==> config.mk <==
export PLATFORM = sky130hd
export DESIGN_NAME = ctrl_sequencer
export DESIGN_NICKNAME = d
export VERILOG_FILES = /design/src/rtl/ctrl_sequencer.sv
export SDC_FILE = /design/constraint.sdc
export NUM_CORES = 1
export LEC_CHECK = 0
export CELL_PAD_IN_SITES_DETAIL_PLACEMENT = 1
export CELL_PAD_IN_SITES_GLOBAL_PLACEMENT = 1
export CORE_MARGIN = 2
export CORE_UTILIZATION = 30
export DETAILED_ROUTE_END_ITERATION = 7
export PLACE_DENSITY_LB_ADDON = 0.08
export SYNTH_ARGS = -nofsm -noshare
export SYNTH_HDL_FRONTEND = slang
export SYNTH_SLANG_ARGS = --single-unit
==> constraint.sdc <==
create_clock -name i_clk -period 2.16 [get_ports i_clk]
set_input_delay 0.432 -clock i_clk [delete_from_list [all_inputs] [get_ports i_clk]]
set_output_delay 0.432 -clock i_clk [all_outputs]
set_load 0.005 [all_outputs]
==> src/rtl/ctrl_sequencer.sv <==
// ctrl_sequencer
//   Control unit for a single-cycle RV32I datapath. It decodes opcode/f3/
//   f7_bit6/zero into datapath controls and owns the datapath clock enable
//   through a HOLD/RUN/HALT/STEP sequencer.
//   - SYSTEM and illegal opcodes halt the core before they execute.
//   - A retired-instruction counter gives debug visibility.
// Ports
//   i_clk, i_rst                   clock, async active-high reset
//   i_opcode, i_f3, i_f7_bit6      instruction fields
//   i_zero                         ALU zero flag
//   i_run_en, i_step, i_resume     run level, step pulse, resume pulse
//   o_res_src, o_pc_src, o_alu_op, o_imm_ctl, o_alu_src_b   datapath controls
//   o_reg_wr, o_mem_wr             write enables, gated by o_clk_enable
//   o_clk_enable                   datapath state-update enable
//   o_halted, o_halt_cause         debug status
//   o_retired                      executed-instruction count
module ctrl_sequencer #(
   parameter int RESET_HOLD = 2,
   parameter int CNT_W      = 32
) (
   input  logic             i_clk,
   input  logic             i_rst,
   input  logic [6:0]       i_opcode,
   input  logic [2:0]       i_f3,
   input  logic             i_f7_bit6,
   input  logic             i_zero,
   input  logic             i_run_en,
   input  logic             i_step,
   input  logic             i_resume,
   output logic [1:0]       o_res_src,
   output logic [1:0]       o_pc_src,
   output logic [2:0]       o_alu_op,
   output logic [1:0]       o_imm_ctl,
   output logic             o_alu_src_b,
   output logic             o_reg_wr,
   output logic             o_mem_wr,
   output logic             o_clk_enable,
   output logic             o_halted,
   output logic [1:0]       o_halt_cause,
   output logic [CNT_W-1:0] o_retired
);
   localparam logic [6:0] OP_R      = 7'b0110011;
   localparam logic [6:0] OP_I      = 7'b0010011;
   localparam logic [6:0] OP_LOAD   = 7'b0000011;
   localparam logic [6:0] OP_STORE  = 7'b0100011;
   localparam logic [6:0] OP_BRANCH = 7'b1100011;
   localparam logic [6:0] OP_JAL    = 7'b1101111;
   localparam logic [6:0] OP_JALR   = 7'b1100111;
   localparam logic [6:0] OP_SYSTEM = 7'b1110011;

   localparam logic [1:0] C_NONE = 2'b00, C_RUNEN = 2'b01, C_SYS = 2'b10, C_ILL = 2'b11;

   typedef enum logic [1:0] {S_HOLD, S_RUN, S_HALT, S_STEP} state_t;

   state_t           r_state, w_nxt_state;
   logic [3:0]       r_hold_cnt, w_nxt_hold;
   logic [1:0]       r_cause, w_nxt_cause;
   logic             r_skip, w_nxt_skip;
   logic [CNT_W-1:0] r_retired;

   logic [1:0] w_res, w_pc, w_imm;
   logic [2:0] w_alu;
   logic       w_srcb, w_rw, w_mw, w_legal, w_system, w_clk_en, w_nop;

   // Shared f3 -> ALU op map for R and I-ALU; f3=011 has no listed op and falls to ADD.
   function automatic logic [2:0] f3_alu(input logic [2:0] f3);
      case (f3)
         3'b111:  f3_alu = 3'b010;
         3'b110:  f3_alu = 3'b011;
         3'b010:  f3_alu = 3'b100;
         3'b100:  f3_alu = 3'b101;
         3'b001:  f3_alu = 3'b110;
         3'b101:  f3_alu = 3'b111;
         default: f3_alu = 3'b000;
      endcase
   endfunction

   // Decode
   always_comb begin
      w_res    = 2'b00;
      w_pc     = 2'b00;
      w_alu    = 3'b000;
      w_imm    = 2'b00;
      w_srcb   = 1'b0;
      w_rw     = 1'b0;
      w_mw     = 1'b0;
      w_legal  = 1'b1;
      w_system = 1'b0;
      case (i_opcode)
         OP_R: begin
            w_alu = (i_f3 == 3'b000 && i_f7_bit6) ? 3'b001 : f3_alu(i_f3);
            w_rw  = 1'b1;
         end
         OP_I: begin
            w_alu  = f3_alu(i_f3);
            w_srcb = 1'b1;
            w_rw   = 1'b1;
         end
         OP_LOAD: begin
            w_srcb = 1'b1;
            w_res  = 2'b01;
            w_rw   = 1'b1;
         end
         OP_STORE: begin
            w_imm  = 2'b01;
            w_srcb = 1'b1;
            w_mw   = 1'b1;
         end
         OP_BRANCH: begin
            w_alu = 3'b001;
            w_imm = 2'b10;
            if (i_f3 == 3'b000)      w_pc = i_zero  ? 2'b01 : 2'b00;
            else if (i_f3 == 3'b001) w_pc = !i_zero ? 2'b01 : 2'b00;
            else                     w_legal = 1'b0;
         end
         OP_JAL: begin
            w_imm = 2'b11;
            w_pc  = 2'b01;
            w_res = 2'b10;
            w_rw  = 1'b1;
         end
         OP_JALR: begin
            w_srcb = 1'b1;
            w_pc   = 2'b10;
            w_res  = 2'b10;
            w_rw   = 1'b1;
         end
         OP_SYSTEM: w_system = 1'b1;
         default:   w_legal  = 1'b0;
      endcase
   end

   // Sequencer next-state and clock enable
   always_comb begin
      w_nxt_state = r_state;
      w_nxt_hold  = r_hold_cnt;
      w_nxt_cause = r_cause;
      w_nxt_skip  = r_skip;
      w_clk_en    = 1'b0;
      case (r_state)
         S_HOLD: begin
            if (r_hold_cnt <= 4'd1) begin
               w_nxt_state = i_run_en ? S_RUN : S_HALT;
               w_nxt_cause = i_run_en ? C_NONE : C_RUNEN;
            end else begin
               w_nxt_hold = r_hold_cnt - 4'd1;
            end
         end
         S_RUN: begin
            if (!i_run_en) begin
               w_nxt_state = S_HALT;
               w_nxt_cause = C_RUNEN;
            end else if (!w_legal) begin
               w_nxt_state = S_HALT;
               w_nxt_cause = C_ILL;
            end else if (w_system && !r_skip) begin
               w_nxt_state = S_HALT;
               w_nxt_cause = C_SYS;
               w_nxt_skip  = 1'b1;
            end else begin
               w_clk_en = 1'b1;
            end
         end
         S_HALT: begin
            if (i_resume && i_run_en && r_cause != C_ILL) begin
               w_nxt_state = S_RUN;
               w_nxt_cause = C_NONE;
            end else if (i_step && r_cause != C_ILL) begin
               w_nxt_state = S_STEP;
            end
         end
         default: begin // S_STEP: one instruction regardless of run_en
            w_nxt_state = S_HALT;
            if (!w_legal) begin
               w_nxt_cause = C_ILL;
            end else if (w_system && !r_skip) begin
               w_nxt_cause = C_SYS;
               w_nxt_skip  = 1'b1;
            end else begin
               w_clk_en = 1'b1;
            end
         end
      endcase
      // The skip flag is consumed by the first enabled cycle after it is set.
      if (w_clk_en) w_nxt_skip = 1'b0;
   end

   // Re-presented SYSTEM after a resume executes as a NOP.
   assign w_nop = r_skip & w_system;

   always_ff @(posedge i_clk or posedge i_rst) begin
      if (i_rst) begin
         r_state    <= S_HOLD;
         r_hold_cnt <= 4'(RESET_HOLD);
         r_cause    <= C_NONE;
         r_skip     <= 1'b0;
         r_retired  <= '0;
      end else begin
         r_state    <= w_nxt_state;
         r_hold_cnt <= w_nxt_hold;
         r_cause    <= w_nxt_cause;
         r_skip     <= w_nxt_skip;
         if (w_clk_en && !w_nop) r_retired <= r_retired + 1'b1;
      end
   end

   assign o_res_src    = w_res;
   assign o_alu_op     = w_alu;
   assign o_imm_ctl    = w_imm;
   assign o_alu_src_b  = w_srcb;
   assign o_pc_src     = (w_clk_en && !w_nop) ? w_pc : 2'b00;
   assign o_reg_wr     = w_rw & w_clk_en & ~w_nop;
   assign o_mem_wr     = w_mw & w_clk_en & ~w_nop;
   assign o_clk_enable = w_clk_en;
   assign o_halted     = (r_state == S_HALT);
   assign o_halt_cause = r_cause;
   assign o_retired    = r_retired;
endmodule

After elaboration in Yosys (flattened, before gate mapping)
Index checks and enable logic that the tools add are counted.
{"block": "classes", "n_bitwise": 7, "n_addsub": 2, "n_reduce_logical": 19, "n_mux": 42, "eq_ne": 23, "n_lt_le_gt_ge": 1}
{"cell": "adder 32 x 1 -> 32 bit, second input constant", "n": 1}
{"cell": "== test 7 bit, second input constant", "n": 4}
{"cell": "two-way mux 2 bit", "n": 13}
{"cell": "one-hot mux 2 bit (3 select lines)", "n": 4}
{"cell": "two-way mux 1 bit", "n": 18}
{"cell": "one-hot mux 3 bit (6 select lines)", "n": 1}
{"cell": "== test 7 x 6 -> 1 bit, second input constant", "n": 2}
{"cell": "== test 3 bit, second input constant", "n": 4}
{"cell": "one-hot mux 3 bit (3 select lines)", "n": 1}
{"cell": "== test 7 x 2 -> 1 bit, second input constant", "n": 1}
{"cell": "== test 7 x 5 -> 1 bit, second input constant", "n": 1}
{"cell": "OR reduction 7 bit", "n": 1}
{"cell": "logical AND 1 bit", "n": 6}
{"cell": "one-hot mux 1 bit (2 select lines)", "n": 3}
{"cell": "AND reduction 2 bit", "n": 3}
{"cell": "AND 1 bit", "n": 5}
{"cell": "OR reduction 5 bit", "n": 1}
{"cell": "<= comparator 4 x 1 -> 1 bit, second input constant", "n": 1}
{"cell": "!= test 2 x 1 -> 1 bit, second input constant", "n": 2}
{"cell": "!= test 2 bit, second input constant", "n": 2}
{"cell": "!= test 4 bit, second input constant", "n": 1}
{"cell": "one-hot mux 2 bit (2 select lines)", "n": 1}
{"cell": "OR reduction 2 bit", "n": 2}
{"cell": "OR reduction 4 bit", "n": 1}
{"cell": "13 further kinds", "n": 15}
{"block": "word_totals", "output_inout_bits": 48, "in_bits": 17, "regBits": 41}

Logic depth before layout (Yosys ltp)
Gate-level depths: netlist of the first run.
{"block": "logic_depth", "depth_word": 9, "depth_mapped": 8, "depth_no_buf": 7}

Worst setup path after synthesis of the first run
No wires, ideal clock.
{"block": "synth_path", "path_type": "input -> output", "start": "input i_opcode[4]", "end": "output o_mem_wr", "slack_ps": 63, "n_path_buf": 2, "arrival_ps": 1665, "stages": 7, "path_cell_list": "buf_2 > nand3b_4 > or2_1 > buf_6 > nand2_1 > nand3_1 > nor3_1"}
{"block": "synth_between", "elab_chain_len": 9}
{"item": "start, declared", "line_no": "23", "rtl": "input logic [6:0] i_opcode,"}
{"item": "parallel branches: the longest is 8 deep, another holds == test 7 x 5 -> 1 bit"}
{"item": "AND 1 bit *", "line_no": "213", "rtl": "assign o_mem_wr = w_mw & w_clk_en & ~w_nop;"}
{"item": "end, declared", "line_no": "36", "rtl": "output logic o_mem_wr,"}
Mark *: on every way between the ends.

Worst setup path after layout of the first run
{"block": "layout_path", "start": "input i_opcode[4]", "end": "output o_clk_enable"}
{"block": "layout_between", "elab_chain_len": 7}
{"item": "parallel branches: the longest is 4 deep, another holds == test 7 x 5 -> 1 bit"}
{"item": "two-way mux 1 bit *", "line_no": "153", "rtl": "end else if (!w_legal) begin"}
{"item": "two-way mux 1 bit", "line_no": "150", "rtl": "if (!i_run_en) begin"}
{"item": "one-hot mux 1 bit (2 select lines) *", "line_no": "140", "rtl": "case (r_state)"}
{"item": "end, declared", "line_no": "37", "rtl": "output logic o_clk_enable,"}
Marks and branches as above.

==> reports/qor.txt, run 1 <==
Post-synth EDFFs = 0
CP Max Fanout = 8
Row cnt = 32
Layout area overhead = 55.89%
Cell area after layout = 3608 um2
Initial antenna violation count = 0
Vias = 2,167
Clock slew at reported path FFs = 0.08 ns
Multi-input gate area = 1299 um2
CP endpoint kind = primary output
Cts hold-fix bufs = 0
# fillers = 874
Share of the synthesized area in the top cell type = 43.24%
Fmax = 478.3 MHz
Most frequent cells after synthesis = 40 x dfrtp_1, 23 x xnor2_1, 20 x nand2_1, 19 x nor2_1, 15 x nand3_1
Worst r2r dst = o_retired[6]
Core ar. = 7607 um2
Reg2reg setup slack = 0.38 ns
Worst min-delay path endpoint = o_retired[31]
Ys async rst share = 100.0%
Synth Area per Inst = 10.06 um2
Power Density = 574.8 nW/um2
Port bufs = 64
Vias in the first global route = 2,302
Cts bufs inserted = 5
Detail Route Antenna Nets = 0
Worst EP arrival = 1.66 ns
Most common cell in the netlist = dfrtp_1
Synth Area in XOR/XNOR = 13.62%
Setup violators final = 0
Post-Route WL = 6623 um
Layout net count = 367
First drt pass iteration count = 4
DR iter-0 viols = 68
Buf/Inv on CP = 4
Compound-Gate Fraction of Synth Area = 13.19%
Post-DP HPWL = 4960 um
DP Cell Count = 427
Clock skew = 0.005526 ns
Global Route Usage Sum = 16.50%
First-pass GRT wire length = 11,370 um
Antenna diode count = 0
Number of max-cap violations = 0
DP Worst Slack = -0.7048 ns
Largest family of logic cells by synthesized area = simple AND/OR/NAND/NOR gates
Multiplexer share of the synthesized area = 0.9189%
RR Startpoint = o_retired[0]
Netlist Area Pre-Place = 2315 um2
Final hold vios = 0
Die Ht = 91.84 um
Synth area leader = dfrtp_1
Sequential share of the synthesized area = 44.38%
Die area = 8435 um2
I/O pins = 65
Vias/cell = 4.816
Worst Tran Pin Value = 0.5108 ns
Yosys cell types = 49
Critical path required time = 1.73 ns
Hold Path Stages = 1
Max IR drop VDD = 0.3535 mV
Period utilization = 96.80%
Slew Limit Headroom = 65.66%
GRT overflow = 0
RSZ-0062 raised after global routing = true
Slowest stage cell on the critical path = or2b_1
Worst Hold Launch = o_retired[31]
Simple-Gate Fraction of Synth Area = 23.30%
Drt drc = 0
Wire per inst = 14.72 um
CTS max path bufs = 2
Placed cell areas = 3336 um2
Util after Layout = 47.43%
Synth area leaders = dfrtp_1 43%, xnor2_1 8.7%, xor2_1 4.9%
Non-Filler Instances = 450
Syn Inst Count = 230
Yosys warns = 0
Share of layout cells above drive strength 1 = 29.31%
Placer Congestion = 0.7911
Fin. max-slew vios = 0
Clock latency on the worst-skew pair = 0.29 ns
Register area = 1027 um2
Worst hold path class = flip-flop to flip-flop
CTS Root Cell = clkbuf_8
Ys flop type = dfrtp_1
Crit path time final = 2.091 ns
Register bit count reported by yosys = 41
Post-Synth Adder-Cell Area = 1.622%
Final worst slack = 0.06923 ns
Initial Util = 30.43%
Setup CP Type = input pin to primary output
CTS tree = built
Outcome = completed
Crit-path cells = clkdlybuf4s15_1 -> buf_6 -> or2b_1 -> buf_4 -> o221ai_4 -> a21o_1 -> nor2_1 -> buf_2
Reg2Reg Depth = 5
Syn Nets = 250
Clock sink total = 41
Max stage delay on crit path = 0.23 ns
Largest net degree at the start of global routing = 42
Die X = 91.84 um
CP top delay family = buffers and inverters
Startpoint Class = input pin
H-tree Lvls = 2
P_leak = 1.620 nW
[power breakdown]
| part | switching [mW] | total, mW | internal [mW] |
|---|---|---|---|
| registers | 0.0565 | 0.882 | 0.826 |
| logic | 0.255 | 0.547 | 0.291 |
| clock network | 0.268 | 0.645 | 0.377 |
| total | 0.580 | 2.07 | 1.49 |
[metal layers]
layer	vias up	GRT usage, %	part of all wire (%)
met3	4	2.876	3.3
met5	-	0	0
li1	1065	-	-
met2	38	29.41	51
met4	0	2.985	0.59
met1	1060	21.17	45
[area by class of cell]
class | count | area share [%]
Clock inverter | 1 | 0.8322
Inverter | 7 | 0.8669
Multi-Input combinational cell | 176 | 35.99
Sequential cell | 41 | 28.47
Tap cell | 102 | 3.537
Clock buffer | 7 | 2.393
Timing Repair Buffer | 116 | 27.91
[through the flow]
stage	TNS [ns]	hold WS, ns	total power, mW
2_1_floorplan	0	0.4639	1.134
3_3_place_gp	-14.46	0.4613	1.410
3_5_place_dp	-15.51	0.4875	1.424
4_1_cts	-0.006859	0.4993	2.100
5_1_grt	-0.002415	0.5186	2.194
6_report	0	0.4872	2.074
[worst max-delay path by stage]
| stage | depth (start not counted) | to | start | slack [ns] |
|---|---|---|---|---|
| finish | 8 | o_clk_enable | i_opcode[4] | 0.07 |
| global route | 8 | o_mem_wr | i_opcode[4] | -0.002 |
| CTS | 8 | o_mem_wr | i_opcode[0] | -0.006 |
| detailed placement | 7 | o_mem_wr | i_opcode[5] | -0.70 |
| global placement | 7 | o_mem_wr | i_opcode[5] | -0.65 |
| floorplan | 7 | o_mem_wr | i_opcode[4] | 0.06 |
[sequential cells by signal (all words and copies together) (netlist names)]
register / flops
o_retired: 32
o_halt_cause: 2
r_skip: 1
r_hold_cnt: 4
r_state: 2
[logic make-up (layout without fill, tap and decap cells)]
kind of cell / after synthesis / in the layout
AOI/OAI and AO/OA: 34 / 34
xor gates and xnor gates: 36 / 36
adders and majority gates: 3 / 3
buffers and inverters: 13 / 131
DFF: 41 / 41
muxes: 2 / 2
and+or+nand+nor: 101 / 101
[what timing repair did]
item / CTS / global route
setup buffers: 11 / 4
gates resized for setup: 74 / 15
endpoints found under the setup margin: 22 / 9
gates cloned: 0 / 0
pin swaps: 7 / 7
[worst reg2reg max path, stage by stage (launching register included)]
cell and delay, ns:
dfrtp_1 0.43, ha_1 0.22, o2111ai_2 0.25, a2111oi_4 0.48
buf_4 0.18, xor2_1 0.14
[cells in the final DEF, fill, tap and decap left out, drive strengths merged, types with 2 or more instances in the layout]
master and count:
nand3 15, or2 2, nor4 3, a21oi 5, a21o 2, o21ai 10, nand4 12, nand2 20
and4 3, ha 3, nand2b 2, dlygate4sd2 7, and3 10, inv 6, dfrtp 40, buf 59
clkdlybuf4s15 4, xor2 13, clkbuf 12, a211oi 5, nor2 19, xnor2 23, clkdlybuf4s50 41, nor3 9
Power figures use the tool's default switching activity.
==> run 2, diff against run 1 <==
--- a/config.mk
+++ b/config.mk
@@ -10,7 +10,8 @@
 export CORE_MARGIN = 2
 export CORE_UTILIZATION = 30
 export DETAILED_ROUTE_END_ITERATION = 7
-export PLACE_DENSITY_LB_ADDON = 0.08
+export PLACE_DENSITY_LB_ADDON = 0.1
+export REMOVE_ABC_BUFFERS = 1
 export SYNTH_ARGS = -nofsm -noshare
 export SYNTH_HDL_FRONTEND = slang
 export SYNTH_SLANG_ARGS = --single-unit
==> reports/qor.txt, run 2 (synthesis results as in run 1) <==
Layout area overhead = 53.84%
Critical path required time = 1.73 ns
Die Ht = 91.84 um
First drt pass iteration count = 4
CTS tree = built
Vias/cell = 4.836
Cts bufs inserted = 5
Drt drc = 0
Largest register FFs = 32
Period utilization = 97.43%
DR iter-0 viols = 35
Layout net count = 363
Worst EP arrival = 1.67 ns
Fmax = 475.2 MHz
Max IR drop VDD = 0.3419 mV
Detail Route Antenna Nets = 0
Setup CP Type = input pin to primary output
H-tree Lvls = 2
Vias in the first global route = 2,209
I/O pins = 65
Placer Congestion = 0.7825
Clock slew at reported path FFs = 0.08 ns
Clock latency on the worst-skew pair = 0.30 ns
Post-DP HPWL = 4825 um
Commonest cells after routing, fill and taps aside = 42 x buf_4, 41 x clkdlybuf4s50_1, 40 x dfrtp_1, 23 x xnor2_1
CTS Root Cell = clkbuf_8
Cell area after layout = 3561 um2
Cts hold-fix bufs = 0
Post-Route WL = 6396 um
Slew Limit Headroom = 64.61%
DP Worst Slack = -0.7200 ns
Reg2reg setup slack = 0.35 ns
Crit path time final = 2.105 ns
P_leak = 1.589 nW
Wire per inst = 14.37 um
GRT overflow = 0
Final worst slack = 0.05543 ns
First-pass GRT wire length = 10,650 um
CTS max path bufs = 2
CP endpoint kind = primary output
Startpoint Class = input pin
Die area = 8435 um2
Initial antenna violation count = 0
Setup violators final = 0
CP Max Fanout = 5
Placed cell areas = 3323 um2
Share of layout cells above drive strength 1 = 27.41%
Total Power = 1.947 mW
# fillers = 859
Antenna diode count = 0
Row cnt = 32
Clock sink total = 41
Global Route Usage Sum = 15.53%
Vias = 2,152
Port bufs = 64
Worst hold path class = flip-flop to flip-flop
Number of max-cap violations = 0
Final hold vios = 0
Fin. max-slew vios = 0
Commonest non-fill, non-tap cell in the layout = buf_4
Core ar. = 7607 um2
Largest net degree at the start of global routing = 42
Die X = 91.84 um
Worst Tran Pin Value = 0.5308 ns
Power Density = 546.7 nW/um2
Initial Util = 30.43%
Clock skew = 0.01089 ns
Outcome = completed
[run 2: cell types whose count changed in the layout (fill, tap and decap cells not counted), moves of 2 or more]
cell | before | now
clkdlybuf4s15_2 | 2 | 0
buf_6 | 8 | 6
clkbuf_2 | 5 | 3
buf_2 | 7 | 5
clkdlybuf4s15_1 | 2 | 4
dlygate4sd2_1 | 7 | 10
o21ai_1 | 3 | 0
o21ai_0 | 5 | 8
nor3_2 | 2 | 4
[run 2: final timing paths]
kind,startpoint,endpoint,cells after the start
setup / recovery,i_opcode[4],o_imm_ctl[0],8
min in group asynchronous,i_rst,o_retired[20],3
setup reg to reg,r_hold_cnt[0],o_halt_cause[0],7
max in group asynchronous,i_rst,r_hold_cnt[1],3
hold reg to reg,o_retired[31],o_retired[31],1
hold / removal,o_retired[31],o_retired[31],1
[run 2: worst max-delay path, cell delays in order]
cell and delay (ns):
clkdlybuf4s15_1 0.20, nand3b_4 0.19, or2_4 0.26, buf_6 0.14
clkinv_4 0.05, nand2_1 0.08, o21ai_0 0.09, clkdlybuf4s15_1 0.24
[run 2: power breakdown]
part,switching (mW),leakage [nW],internal (mW)
sequential,0.0535,0.556,0.826
clock,0.273,0.0433,0.253
combinational,0.258,0.990,0.284
total,0.584,1.59,1.36
[run 2: repair_timing]
| action | in CTS | in global routing |
|---|---|---|
| endpoints found under the hold margin | 0 | 0 |
| resized for setup | 59 | 15 |
| setup endpoints to repair | 14 | 9 |
| buffers inserted | 9 | 2 |
| pin swaps | 8 | 4 |
[run 2: cell type report]
cell class	count	area, um2	share of cell area (%)
Clock buffer	6	82.58	2.319
Clock inverter	1	7.507	0.2108
Inverter	7	31.28	0.8784
Multi-Input combinational cell	176	1311	36.82
Sequential cell	41	1027	28.85
Tap cell	102	127.6	3.584
Timing Repair Buffer	112	973.4	27.34
[run 2: metrics by stage]
stage,setup TNS [ns],instances,hold slack (ns),utilization [%]
after floorplan,0,224,0.4639,-
after global placement,-13.27,427,0.4612,43.68
after detailed placement,-14.00,427,0.4743,43.68
after CTS,0,443,0.4893,46.38
after global routing,-0.09366,445,0.5128,46.81
final,0,445,0.4826,46.81
[run 2: per-layer routing]
metal | track usage, % | wire length, um
met1 | 20.49 | 2956
met2 | 26.35 | 3183
met3 | 2.958 | 190
met4 | 3.731 | 66
met5 | 0 | 0
